`config.mk`:
```
export PLATFORM = sky130hd
export DESIGN_NAME = boot_load_ctrl_flat
export DESIGN_NICKNAME = d
export VERILOG_FILES = /design/src/rtl/boot_load_ctrl_if.sv /design/src/rtl/boot_load_ctrl.sv /design/src/flat_wrapper.sv
export SDC_FILE = /design/constraint.sdc
export NUM_CORES = 1
export LEC_CHECK = 0
export ABC_AREA = 1
export CELL_PAD_IN_SITES_DETAIL_PLACEMENT = 1
export CELL_PAD_IN_SITES_GLOBAL_PLACEMENT = 1
export CORE_MARGIN = 2
export CORE_UTILIZATION = 33
export CTS_BUF_LIST = sky130_fd_sc_hd__clkbuf_2
export DETAILED_ROUTE_END_ITERATION = 6
export PLACE_DENSITY = 0.76
export SLEW_MARGIN = 25
export SYNTH_ARGS = -nofsm -noshare
export SYNTH_HDL_FRONTEND = slang
export SYNTH_SLANG_ARGS = --single-unit
```
`constraint.sdc`:
```
create_clock -name clock -period 1.67 [get_ports clock]
set_input_delay 0.2505 -clock clock [delete_from_list [all_inputs] [get_ports clock]]
set_output_delay 0.2505 -clock clock [all_outputs]
set_load 0.005 [all_outputs]
```
`src/rtl/boot_load_ctrl_if.sv`:
```
// Boot stream port: word source to the boot load controller.
// Plain valid/ready; the source holds in_data until accepted.
interface boot_load_ctrl_if #(
    parameter int DATA_W = 16
) ();
    logic              in_valid;
    logic [DATA_W-1:0] in_data;
    logic              in_ready;

    modport master (
        output in_valid,
        output in_data,
        input  in_ready
    );

    modport slave (
        input  in_valid,
        input  in_data,
        output in_ready
    );
endinterface

```
`src/rtl/boot_load_ctrl.sv`:
```
// Boot sequencer: streams IRAM then DRAM images into the core's
// external load port, then holds the core in RUN until it halts.
module boot_load_ctrl #(
    parameter int DATA_W    = 16,
    parameter int ADDR_W    = 9,
    parameter int BASE_ADDR = 1,
    parameter int MAX_WORDS = 511
) (
    input  logic              clock,
    input  logic              reset_n,
    input  logic              boot_req,
    boot_load_ctrl_if.slave   strm,
    output logic [ADDR_W-1:0] addr_ext,
    output logic [DATA_W-1:0] Data_in_ins,
    output logic [DATA_W-1:0] Data_in_dram,
    output logic              iram_write_ext,
    output logic              dram_write_ext,
    output logic              start_2,
    output logic              start_3,
    output logic              start,
    input  logic              proc_halt,
    output logic              busy,
    output logic              error
);

    localparam int CW = ADDR_W + 1;

    typedef enum logic [3:0] {
        IDLE, I_HDR, I_WR, I_WAIT,
        D_HDR, D_WR, D_WAIT, RUN, ERR
    } state_t;

    state_t        state, state_n;
    logic          gap, gap_n;
    logic [CW-1:0] cnt;
    logic          rdy, acc, last;
    logic          hdr_bad, hdr_zero;

    // gap is the dead cycle with no phase flag between phases
    assign rdy = !gap && (state == I_HDR || state == I_WAIT ||
                          state == D_HDR || state == D_WAIT);
    assign acc = rdy & strm.in_valid;
    assign strm.in_ready = rdy;

    assign hdr_bad  = strm.in_data > DATA_W'(MAX_WORDS);
    assign hdr_zero = strm.in_data == '0;
    assign last     = cnt == CW'(1);

    always_ff @(posedge clock or negedge reset_n) begin
        if (!reset_n) begin
            state <= IDLE;
            gap   <= 1'b0;
        end else begin
            state <= state_n;
            gap   <= gap_n;
        end
    end

    always_comb begin
        state_n        = state;
        gap_n          = 1'b0;
        start_2        = 1'b0;
        start_3        = 1'b0;
        start          = 1'b0;
        iram_write_ext = 1'b0;
        dram_write_ext = 1'b0;
        error          = state == ERR;
        busy           = state != IDLE && state != ERR;
        if (!gap) begin
            unique case (state)
                IDLE: begin
                    if (boot_req) state_n = I_HDR;
                end
                I_HDR: begin
                    start_2 = 1'b1;
                    if (acc) begin
                        if (hdr_bad) begin
                            state_n = ERR;
                        end else if (hdr_zero) begin
                            state_n = D_HDR;
                            gap_n   = 1'b1;
                        end else begin
                            state_n = I_WAIT;
                        end
                    end
                end
                I_WAIT: begin
                    start_2 = 1'b1;
                    if (acc) state_n = I_WR;
                end
                I_WR: begin
                    start_2        = 1'b1;
                    iram_write_ext = 1'b1;
                    state_n        = last ? D_HDR : I_WAIT;
                    gap_n          = last;
                end
                D_HDR: begin
                    start_3 = 1'b1;
                    if (acc) begin
                        if (hdr_bad) begin
                            state_n = ERR;
                        end else if (hdr_zero) begin
                            state_n = RUN;
                            gap_n   = 1'b1;
                        end else begin
                            state_n = D_WAIT;
                        end
                    end
                end
                D_WAIT: begin
                    start_3 = 1'b1;
                    if (acc) state_n = D_WR;
                end
                D_WR: begin
                    start_3        = 1'b1;
                    dram_write_ext = 1'b1;
                    state_n        = last ? RUN : D_WAIT;
                    gap_n          = last;
                end
                RUN: begin
                    start = 1'b1;
                    if (proc_halt) state_n = IDLE;
                end
                ERR: begin
                    if (boot_req) state_n = I_HDR;
                end
                default: state_n = IDLE;
            endcase
        end
    end

    // addr holds on the last word so it never steps past MAX_WORDS
    always_ff @(posedge clock or negedge reset_n) begin
        if (!reset_n) begin
            cnt          <= '0;
            addr_ext     <= ADDR_W'(BASE_ADDR);
            Data_in_ins  <= '0;
            Data_in_dram <= '0;
        end else begin
            if (acc && (state == I_HDR || state == D_HDR)) begin
                cnt      <= strm.in_data[CW-1:0];
                addr_ext <= ADDR_W'(BASE_ADDR);
            end
            if (acc && state == I_WAIT) Data_in_ins  <= strm.in_data;
            if (acc && state == D_WAIT) Data_in_dram <= strm.in_data;
            if (iram_write_ext || dram_write_ext) begin
                cnt <= cnt - CW'(1);
                if (!last) addr_ext <= addr_ext + ADDR_W'(1);
            end
        end
    end

endmodule

```
`src/flat_wrapper.sv`:
```
// flat-port wrapper written by rule: the top's interface ports become plain ports
module boot_load_ctrl_flat 
#(
    parameter int DATA_W    = 16,
    parameter int ADDR_W    = 9,
    parameter int BASE_ADDR = 1,
    parameter int MAX_WORDS = 511
)
  (clock, reset_n, boot_req, addr_ext, Data_in_ins, Data_in_dram, iram_write_ext, dram_write_ext, start_2, start_3, start, proc_halt, busy, error, strm_in_valid, strm_in_data, strm_in_ready);
  boot_load_ctrl_if #(.DATA_W(DATA_W)) strm_i ();
  input  logic clock;
  input  logic reset_n;
  input  logic boot_req;
  output logic [ADDR_W-1:0] addr_ext;
  output logic [DATA_W-1:0] Data_in_ins;
  output logic [DATA_W-1:0] Data_in_dram;
  output logic iram_write_ext;
  output logic dram_write_ext;
  output logic start_2;
  output logic start_3;
  output logic start;
  input  logic proc_halt;
  output logic busy;
  output logic error;
  input wire logic [$bits(strm_i.in_valid)-1:0] strm_in_valid;
  input wire logic [$bits(strm_i.in_data)-1:0] strm_in_data;
  output wire logic [$bits(strm_i.in_ready)-1:0] strm_in_ready;
  assign strm_i.in_valid = strm_in_valid;
  assign strm_i.in_data = strm_in_data;
  assign strm_in_ready = strm_i.in_ready;
  boot_load_ctrl #(.DATA_W(DATA_W), .ADDR_W(ADDR_W), .BASE_ADDR(BASE_ADDR), .MAX_WORDS(MAX_WORDS)) u_core (.clock(clock), .reset_n(reset_n), .boot_req(boot_req), .strm(strm_i), .addr_ext(addr_ext), .Data_in_ins(Data_in_ins), .Data_in_dram(Data_in_dram), .iram_write_ext(iram_write_ext), .dram_write_ext(dram_write_ext), .start_2(start_2), .start_3(start_3), .start(start), .proc_halt(proc_halt), .busy(busy), .error(error));
endmodule
```
==> results of run 1 <==
through the flow:
| step | hold slack [ps] | std cells | utilization [%] | setup WS, ps |
|---|---|---|---|---|
| 4_1_cts | 249 | 689 | 51.0 | -325 |
| 2_1_floorplan | -45.1 | 428 | - | 91.3 |
| 3_5_place_dp | 284 | 649 | 46.5 | -216 |
| 5_1_grt | 242 | 713 | 58.6 | -515 |
| 6_report | 228 | 713 | 58.6 | -460 |
| 3_3_place_gp | 280 | 649 | 46.5 | -162 |
flip-flops by register name (all words and copies together) (netlist names):
signal,cells
u_core.Data_in_dram,16
u_core.Data_in_ins,16
u_core.addr_ext,9
u_core.cnt,10
u_core.gap,1
u_core.state,4
worst paths after layout:
kind	start	end	slack, ps	cells after the start
max	u_core.state[0]$_DFFE_PN0P_	strm_in_ready	-460	7
min	reset_n	u_core.Data_in_dram[10]$_DFFE_PN0P_	230	3
max reg2reg	u_core.state[0]$_DFFE_PN0P_	u_core.Data_in_ins[1]$_DFFE_PN0P_	-330	10
min reg2reg	u_core.Data_in_ins[13]$_DFFE_PN0P_	u_core.Data_in_ins[13]$_DFFE_PN0P_	510	2
max in group asynchronous	reset_n	u_core.addr_ext[0]$_DFF_PN1_	1120	3
min in group clock	strm_in_data[0]	u_core.Data_in_ins[0]$_DFFE_PN0P_	430	3
repair_timing:
action,4_1_cts,5_1_grt
gates resized for setup,117,148
endpoints found under the hold margin,56,0
buffers inserted,29,20
pin swaps,15,33
hold buffers,1,0
cloned,2,5
setup endpoints to repair,80,76
metal layers:
layer	vias to the layer above	wire length [um]	global-route usage [%]	share of wire (%)
li1	1707	-	-	-
met1	1874	5670	29.4	39
met2	133	7540	43.2	52
met3	47	695	3.19	4.8
met4	0	580	8.01	4.0
met5	-	0	0	0
logic make-up after synthesis:
kind of cell	count (synthesis)
AND/OR/NAND/NOR	261
buffers and inverters	61
flip-flops	56
AO/OA/AOI/OAI	43
XOR/XNOR	4
adder cells (fa/ha/maj)	3
area by class of cell:
class	count	area share, %
timing repair buffer	176	30.9
clock buffer	6	0.559
tap	111	2.59
inverter	50	3.50
clock inverter	2	0.233
sequential	56	26.2
multi-input combinational	312	36.0
tightest hold or removal path: stages:
cell and delay [ps]:
dlygate4sd3_1 520, buf_2 120, buf_12 270
cells in the mapped netlist, drive strengths merged, types with 4 or more instances:
| library cell | count | area (um^2) |
|---|---|---|
| nand2 | 156 | 593 |
| dfrtp | 55 | 1380 |
| nor2 | 55 | 233 |
| inv | 50 | 188 |
| o21ai | 30 | 150 |
| nand3 | 26 | 143 |
| nand4 | 17 | 106 |
| a21oi | 7 | 46.3 |
| buf | 6 | 38.8 |
| clkbuf | 5 | 20.0 |
| o211ai | 5 | 37.5 |
| nor3 | 4 | 20.0 |
| xor2 | 4 | 35.0 |
power breakdown:
part / internal [mW] / total [mW] / switching, mW
Sequential: 1.57 / 1.76 / 0.187
Clock: 0.109 / 0.590 / 0.481
Combinational: 1.25 / 2.82 / 1.57
==> qor.yml, run 1 <==
routing:
  routed_via_density: 5.27
  wirelength_um: 14500
  route.detailed.drc: 0
  route.antenna.remaining_nets: 0
  drt-initial-drc-count: 188
  vias: 3761
  first_pass_iters: 4
  wl_per_cell_um: 20.3
placed_design:
  port_buffers: 69
  dpl.hpwl_um: 7850
  postPlaceCellArea_mm2: 0.00426
  place.gp.congestion: 0.849
clock_tree:
  h-tree-depth: 2
  cts_tree: "built"
  clkTransAtPathRegs_ps: 320
  insertion_delay_ps: 480
  root_buffer: "clkbuf_2"
  cts_buffers: 5
  cts_buffer_depth: 2
  cts_sinks: 56
pwr:
  p_leak_nw: 3.04
  p_per_area_mw_per_mm2: 962
  power_mw: 5.17
  peakVddDrop_v: 0.000731
synth:
  synth_ff_type: "dfrtp_1"
  synth_area_mm2: 0.00308
  synth_warnings: 0
  async_reset_ff_share_pct: 100
  synth_compound_area_share_pct: 7.80
  synth.area.mux_share_pct: 0
  synthXorXnorAreaFrac_pct: 1.14
  synth-edff-count: 0
  synthSimpleGateAreaFrac_pct: 36.3
  yosysSeqAreaShare_pct: 45.6
  synth_adder_area_share_pct: 1.22
  synth_seq_cells: 56
  synth_top_family_by_area: "simple AND/OR/NAND/NOR gates"
  syn_area_per_cell_um2: 7.19
  syn_nets: 452
  syn_inst: 428
  yosysUniqueCellTypes: 28
global_route:
  grt_pass1_wl_um: 18900
  grt_max_degree: 57
  antenna_found_initial: 0
  grt.total_usage_pct: 23.9
  overflow: 0
  first_global_vias: 3700
floorplan:
  die_w_um: 101
  core-area_mm2: 0.00915
  initial_core_util_pct: 33.6
  core.rowCount: 35
  die-area_mm2: 0.0101
  die_h_um: 101
  io_pins: 70
sta:
  max_freq_mhz: 469
  timing.final.crit_period_ps: 2130
  max_slew_margin_pct: 70.1
  grt_setup_unrepaired: "true"
  fin_setup_tns_ps: -12320
  period_share_pct: 128
  worstMarginPinSlew_ps: 449
  setup_violations: 63
  report.final.slew_viol_count: 0
  finalClockSkew_ps: 20.4
  finalHoldViolations: 0
  fin_ws_ps: -460
setup_path:
  cp.arrival_ps: 1880
  crit_type: "flip-flop to primary output"
  crit_path_cell_trace: "inv_2, nand2_2, nor2_4, buf_6, nor2_4, a21oi_4, buf_2"
  crit_path_end_kind: "primary output"
  cp.required_ps: 1420
  critPathMaxFanout: 4
  critPathSlowestCell: "dfrtp_2"
  crit_top_cell: "nor2_4"
  crit_buf_inv: 3
  max_stage_delay_ps: 520
  startpoint_type: "flip-flop"
  cp_top_family: "flip-flops"
layout:
  num_antenna_cells: 0
  finish.instance_area_mm2: 0.00537
  drive_gt1_share_pct: 37.4
  layout.cells.most_common: "nand2_1"
  syn2layout_area_growth_pct: 74.4
  multi_input_area_mm2: 0.00193
  final_cell_mix: "110 x nand2_1, 69 x buf_4, 52 x dfrtp_1"
  nets: 625
  register_area_mm2: 0.00141
  fillers: 1100
status:
  status: "finished, violations left"
  failed_checks: "negative setup slack"
worst_hold_path:
  hold_path_class: "input port to async pin"
job:
  maxCapViolCount: 0
Power figures use the tool's default switching activity.
==> run 2, diff against run 1 <==
--- a/config.mk
+++ b/config.mk
@@ -6,6 +6,7 @@
 export NUM_CORES = 1
 export LEC_CHECK = 0
 export ABC_AREA = 1
+export CAP_MARGIN = 20
 export CELL_PAD_IN_SITES_DETAIL_PLACEMENT = 1
 export CELL_PAD_IN_SITES_GLOBAL_PLACEMENT = 1
 export CORE_MARGIN = 2
@@ -13,6 +14,7 @@
 export CTS_BUF_LIST = sky130_fd_sc_hd__clkbuf_2
 export DETAILED_ROUTE_END_ITERATION = 6
 export PLACE_DENSITY = 0.76
+export RECOVER_POWER = 100
 export SLEW_MARGIN = 25
 export SYNTH_ARGS = -nofsm -noshare
 export SYNTH_HDL_FRONTEND = slang
==> qor.yml, run 2 (same netlist as run 1, synthesis figures left out) <==
layout:
  multi_input_area_mm2: 0.00193
  fillers: 1107
  reg.largest.list: "u_core.Data_in_dram (16), u_core.Data_in_ins (16), u_core.cnt (10)"
  final_cells: 713
  layout.cells.most_common: "nand2_1"
  finish.instance_area_mm2: 0.00532
  register_area_mm2: 0.00141
  drive_gt1_share_pct: 37.2
  final_cell_mix: "110 x nand2_1, 69 x buf_4, 52 x dfrtp_1"
  syn2layout_area_growth_pct: 72.9
  num_antenna_cells: 0
  nets: 625
floorplan:
  initial_core_util_pct: 33.6
  core-area_mm2: 0.00915
  die_w_um: 101
  core.rowCount: 35
  die_h_um: 101
  io_pins: 70
  die-area_mm2: 0.0101
pwr:
  clkPwrFrac_pct: 11.4
  p_comb_share_pct: 54.6
  switching_share_pct: 43.4
  p_sw_mw: 2.25
  peakVddDrop_v: 0.000733
  p_per_area_mw_per_mm2: 971
  seqPwrFrac_pct: 34.0
  p_int_mw: 2.92
  p_leak_nw: 2.80
placed_design:
  place_inst: 649
  postPlaceCellArea_mm2: 0.00426
  dpl.hpwl_um: 7850
  port_buffers: 69
  place.gp.congestion: 0.849
sta:
  fin_ws_ps: -467
  max_freq_mhz: 468
  setup_violations: 64
  hold_ws_ps: 432
  timing.final.crit_period_ps: 2140
  fin_setup_tns_ps: -12620
  worstMarginPinSlew_ps: 1340
  report.final.slew_viol_count: 0
  finalClockSkew_ps: 21.0
  finalHoldViolations: 0
  period_share_pct: 128
  grt_setup_unrepaired: "true"
  max_slew_margin_pct: 10.4
clock_tree:
  root_buffer: "clkbuf_2"
  cts_tree: "built"
  insertion_delay_ps: 480
  cts_buffer_depth: 2
  h-tree-depth: 2
  clkTransAtPathRegs_ps: 320
  cts_sinks: 56
  cts_buffers: 5
routing:
  wirelength_um: 14500
  route.detailed.drc: 0
  route.antenna.remaining_nets: 0
  wl_per_cell_um: 20.4
  first_pass_iters: 4
  vias: 3782
  drt-initial-drc-count: 187
  routed_via_density: 5.30
status:
  status: "finished, violations left"
  failed_checks: "negative setup slack"
global_route:
  overflow: 0
  grt_max_degree: 57
  grt.total_usage_pct: 23.9
  first_global_vias: 3700
  grt_pass1_wl_um: 18900
  antenna_found_initial: 0
setup_path:
  cp.required_ps: 1420
  crit_start: "u_core.state[0]$_DFFE_PN0P_"
  crit_type: "flip-flop to primary output"
  critPathMaxFanout: 4
  crit_path_end_kind: "primary output"
  startpoint_type: "flip-flop"
  r2r_start: "u_core.state[0]$_DFFE_PN0P_"
  cp.arrival_ps: 1890
job:
  maxCapViolCount: 0
worst_hold_path:
  hold_path_class: "input port to flip-flop"
  holdCritStartpoint: "strm_in_data[14]"
## run 2: worst max-delay path, stage by stage (launching register included)
cell and delay, ps:
dfrtp_2 530, inv_2 100, nand2_2 90, nor2_4 130
buf_6 120, nor2_4 40, a21oi_4 230, buf_2 160
## run 2: final timing paths
path | end | slack, ps | cells past startpoint
worst max-delay path | strm_in_ready | -470 | 7
worst min-delay path | u_core.Data_in_dram[14]$_DFFE_PN0P_ | 430 | 4
worst max register to register | u_core.Data_in_ins[1]$_DFFE_PN0P_ | -370 | 10
worst min register to register | u_core.Data_in_ins[13]$_DFFE_PN0P_ | 510 | 2
max in group asynchronous | u_core.state[0]$_DFFE_PN0P_ | 160 | 3
min in group asynchronous | u_core.Data_in_dram[10]$_DFFE_PN0P_ | 630 | 3
## run 2: power groups by stage
stage	logic (mW)	clock network (mW)	registers, mW
6_report	2.82	0.589	1.76
5_1_grt	3.01	0.631	1.78
4_1_cts	2.23	0.593	1.74
3_5_place_dp	1.87	0	1.78
3_3_place_gp	1.80	0	1.76
2_1_floorplan	0.925	0	1.75
## run 2: area by class of cell
type | count | share of cell area (%)
Clock buffer | 6 | 0.564
Clock inverter | 2 | 0.235
Inverter | 50 | 3.53
Multi-Input combinational cell | 312 | 36.3
Sequential cell | 56 | 26.4
Tap cell | 111 | 2.61
Timing Repair Buffer | 176 | 30.3
## run 2: routing by layer
| metal | track usage (%) | vias to the layer above | wire, um | part of all wire, % |
|---|---|---|---|---|
| met3 | 3.19 | 47 | 652 | 4.5 |
| met4 | 8.01 | 0 | 572 | 3.9 |
| met5 | 0 | - | 0 | 0 |
| met2 | 43.2 | 142 | 7560 | 52 |
| met1 | 29.4 | 1887 | 5750 | 40 |
| li1 | - | 1706 | - | - |
## run 2: timing repair
action / in CTS / in global routing
hold buffers: 1 / 0
cloned: 2 / 5
endpoints found under the hold margin: 56 / 0
setup endpoints to repair: 80 / 76
gates resized for setup: 117 / 148
setup buffers: 29 / 20
pin swaps: 15 / 33
## run 2: through the flow
step                      worst slack (ps)  util (%)  power [mW]
after global placement                -162      46.5        3.56
final                                 -467      58.2        5.17
after global routing                  -515      58.2        5.42
after floorplan                       91.3         -        2.68
after detailed placement              -216      46.5        3.65
after CTS                             -325      51.0        4.56
==> run 3, diff against run 2 <==
--- a/config.mk
+++ b/config.mk
@@ -13,9 +13,11 @@
 export CORE_UTILIZATION = 33
 export CTS_BUF_LIST = sky130_fd_sc_hd__clkbuf_2
 export DETAILED_ROUTE_END_ITERATION = 6
+export HOLD_SLACK_MARGIN = 0.05
 export PLACE_DENSITY = 0.76
 export RECOVER_POWER = 100
 export SLEW_MARGIN = 25
 export SYNTH_ARGS = -nofsm -noshare
 export SYNTH_HDL_FRONTEND = slang
 export SYNTH_SLANG_ARGS = --single-unit
+export TNS_END_PERCENT = 10
==> qor.yml, run 3 (same netlist as run 1, synthesis figures left out) <==
pwr:
  p_leak_nw: 2.50
  peakVddDrop_v: 0.000504
  p_int_mw: 2.66
  p_sw_mw: 1.90
  switching_share_pct: 41.6
  p_comb_share_pct: 48.7
  power_mw: 4.55
  p_per_area_mw_per_mm2: 997
  clkPwrFrac_pct: 12.7
  seqPwrFrac_pct: 38.6
setup_path:
  max_stage_delay_ps: 490
  rr_worst_depth: 10
  crit_path_cell_trace: "buf_6, buf_4, nand2_4, nor2_8, nor2_4, a21oi_4, buf_2"
  critPathSlowestCell: "dfrtp_1"
  critPathMaxFanout: 3
  startpoint_type: "flip-flop"
  cp.required_ps: 1420
  crit_path_end_kind: "primary output"
  crit_type: "flip-flop to primary output"
  timing.rr.end: "u_core.Data_in_ins[1]$_DFFE_PN0P_"
  cp.arrival_ps: 1810
  r2r_start: "u_core.state[1]$_DFFE_PN0P_"
  rrSetupSlack_ps: -270
routing:
  vias: 3396
  wl_per_cell_um: 16.5
  route.detailed.drc: 0
  wirelength_um: 11200
  first_pass_iters: 4
  drt-initial-drc-count: 117
  route.antenna.remaining_nets: 0
  routed_via_density: 5.02
placed_design:
  place.gp.congestion: 0.849
  place_inst: 649
  postPlaceCellArea_mm2: 0.00426
  dpl.hpwl_um: 7850
  port_buffers: 69
clock_tree:
  h-tree-depth: 2
  cts_sinks: 56
  cts_tree: "built"
  clkTransAtPathRegs_ps: 310
  cts_buffers: 5
  insertion_delay_ps: 480
  cts_buffer_depth: 2
  root_buffer: "clkbuf_2"
floorplan:
  core-area_mm2: 0.00915
  core.rowCount: 35
  die-area_mm2: 0.0101
  die_w_um: 101
  io_pins: 70
  die_h_um: 101
  initial_core_util_pct: 33.6
sta:
  report.final.slew_viol_count: 0
  grt_setup_unrepaired: "true"
  period_share_pct: 124
  fin_setup_tns_ps: -7880
  finalHoldViolations: 0
  finalClockSkew_ps: 19.3
  fin_ws_ps: -395
  setup_violations: 55
  worstMarginPinSlew_ps: 1330
  timing.final.crit_period_ps: 2070
  max_slew_margin_pct: 11.4
  max_freq_mhz: 484
status:
  failed_checks: "negative setup slack"
  status: "finished, violations left"
worst_hold_path:
  whs_path_depth: 4
  holdCritStartpoint: "strm_in_data[12]"
  hold-path-endpoint: "u_core.Data_in_dram[12]$_DFFE_PN0P_"
  hold_path_class: "input port to flip-flop"
global_route:
  grt_max_degree: 57
  antenna_found_initial: 0
  grt_pass1_wl_um: 17500
  overflow: 0
  first_global_vias: 3503
  grt.total_usage_pct: 22.1
layout:
  finish.instance_area_mm2: 0.00457
  fillers: 1183
  final_cell_mix: "145 x nand2_1, 54 x dfrtp_1, 50 x buf_4"
  syn2layout_area_growth_pct: 48.5
  nets: 588
  drive_gt1_share_pct: 21.6
  final_util_pct: 49.9
  num_antenna_cells: 0
  layout.cells.most_common: "nand2_1"
  final_cells: 676
  reg.largest.list: "u_core.Data_in_dram (16), u_core.Data_in_ins (16), u_core.cnt (10)"
job:
  maxCapViolCount: 0
run 3: how the worst max path moves through the flow:
stage | startpoint | endpoint | slack, ps | cells after the start
2_1_floorplan | u_core.state[2]$_DFFE_PN0P_ | u_core.Data_in_ins[0]$_DFFE_PN0P_ | 90 | 9
3_3_place_gp | u_core.state[0]$_DFFE_PN0P_ | strm_in_ready | -160 | 6
3_5_place_dp | u_core.state[0]$_DFFE_PN0P_ | strm_in_ready | -220 | 6
4_1_cts | u_core.state[3]$_DFFE_PN0P_ | strm_in_ready | -330 | 7
5_1_grt | u_core.state[1]$_DFFE_PN0P_ | strm_in_ready | -450 | 7
6_report | u_core.state[1]$_DFFE_PN0P_ | strm_in_ready | -400 | 7
run 3: power by group through the flow:
| stage | Sequential (mW) | Combinational, mW | Clock (mW) |
|---|---|---|---|
| 2_1_floorplan | 1.75 | 0.925 | 0 |
| 6_report | 1.76 | 2.22 | 0.580 |
| 3_3_place_gp | 1.76 | 1.80 | 0 |
| 5_1_grt | 1.79 | 2.42 | 0.624 |
| 4_1_cts | 1.76 | 2.12 | 0.593 |
| 3_5_place_dp | 1.78 | 1.87 | 0 |
run 3: through the flow:
stage	setup slack, ps	hold WS, ps
CTS	-325	249
global placement	-162	280
finish	-395	447
detailed placement	-216	284
global route	-451	440
floorplan	91.3	-45.1
run 3: timing repair:
item                                    in CTS  in global routing
endpoints found under the setup margin      80                 75
hold buffers                                 1                  0
pin swaps                                   13                 10
buffers inserted                            13                  4
gates resized for setup                    111                 25
cloned                                       0                  1
endpoints found under the hold margin       56                  0
run 3: metal layers:
metal | vias up | GRT usage, % | wire length (um)
met5 | - | 0 | 0
met3 | 10 | 2.91 | 331
met1 | 1684 | 28.1 | 5060
met2 | 68 | 39.6 | 5620
li1 | 1634 | - | -
met4 | 0 | 5.37 | 146
run 3: critical path, delay by kind of cell, from the launching register on:
kind,cells,cell delay (ps)
buffers and inverters,3,410
AND/OR/NAND/NOR,3,230
flip-flops,1,490
AO/OA/AOI/OAI,1,220
run 3: layout make-up:
class,count,area (um^2),area share (%)
Tap cell,111,139,3.04
Timing Repair Buffer,139,1220,26.6
Clock inverter,2,12.5,0.274
Clock buffer,6,30.0,0.657
Inverter,50,188,4.11
Sequential cell,56,1400,30.7
Multi-Input combinational cell,312,1580,34.6
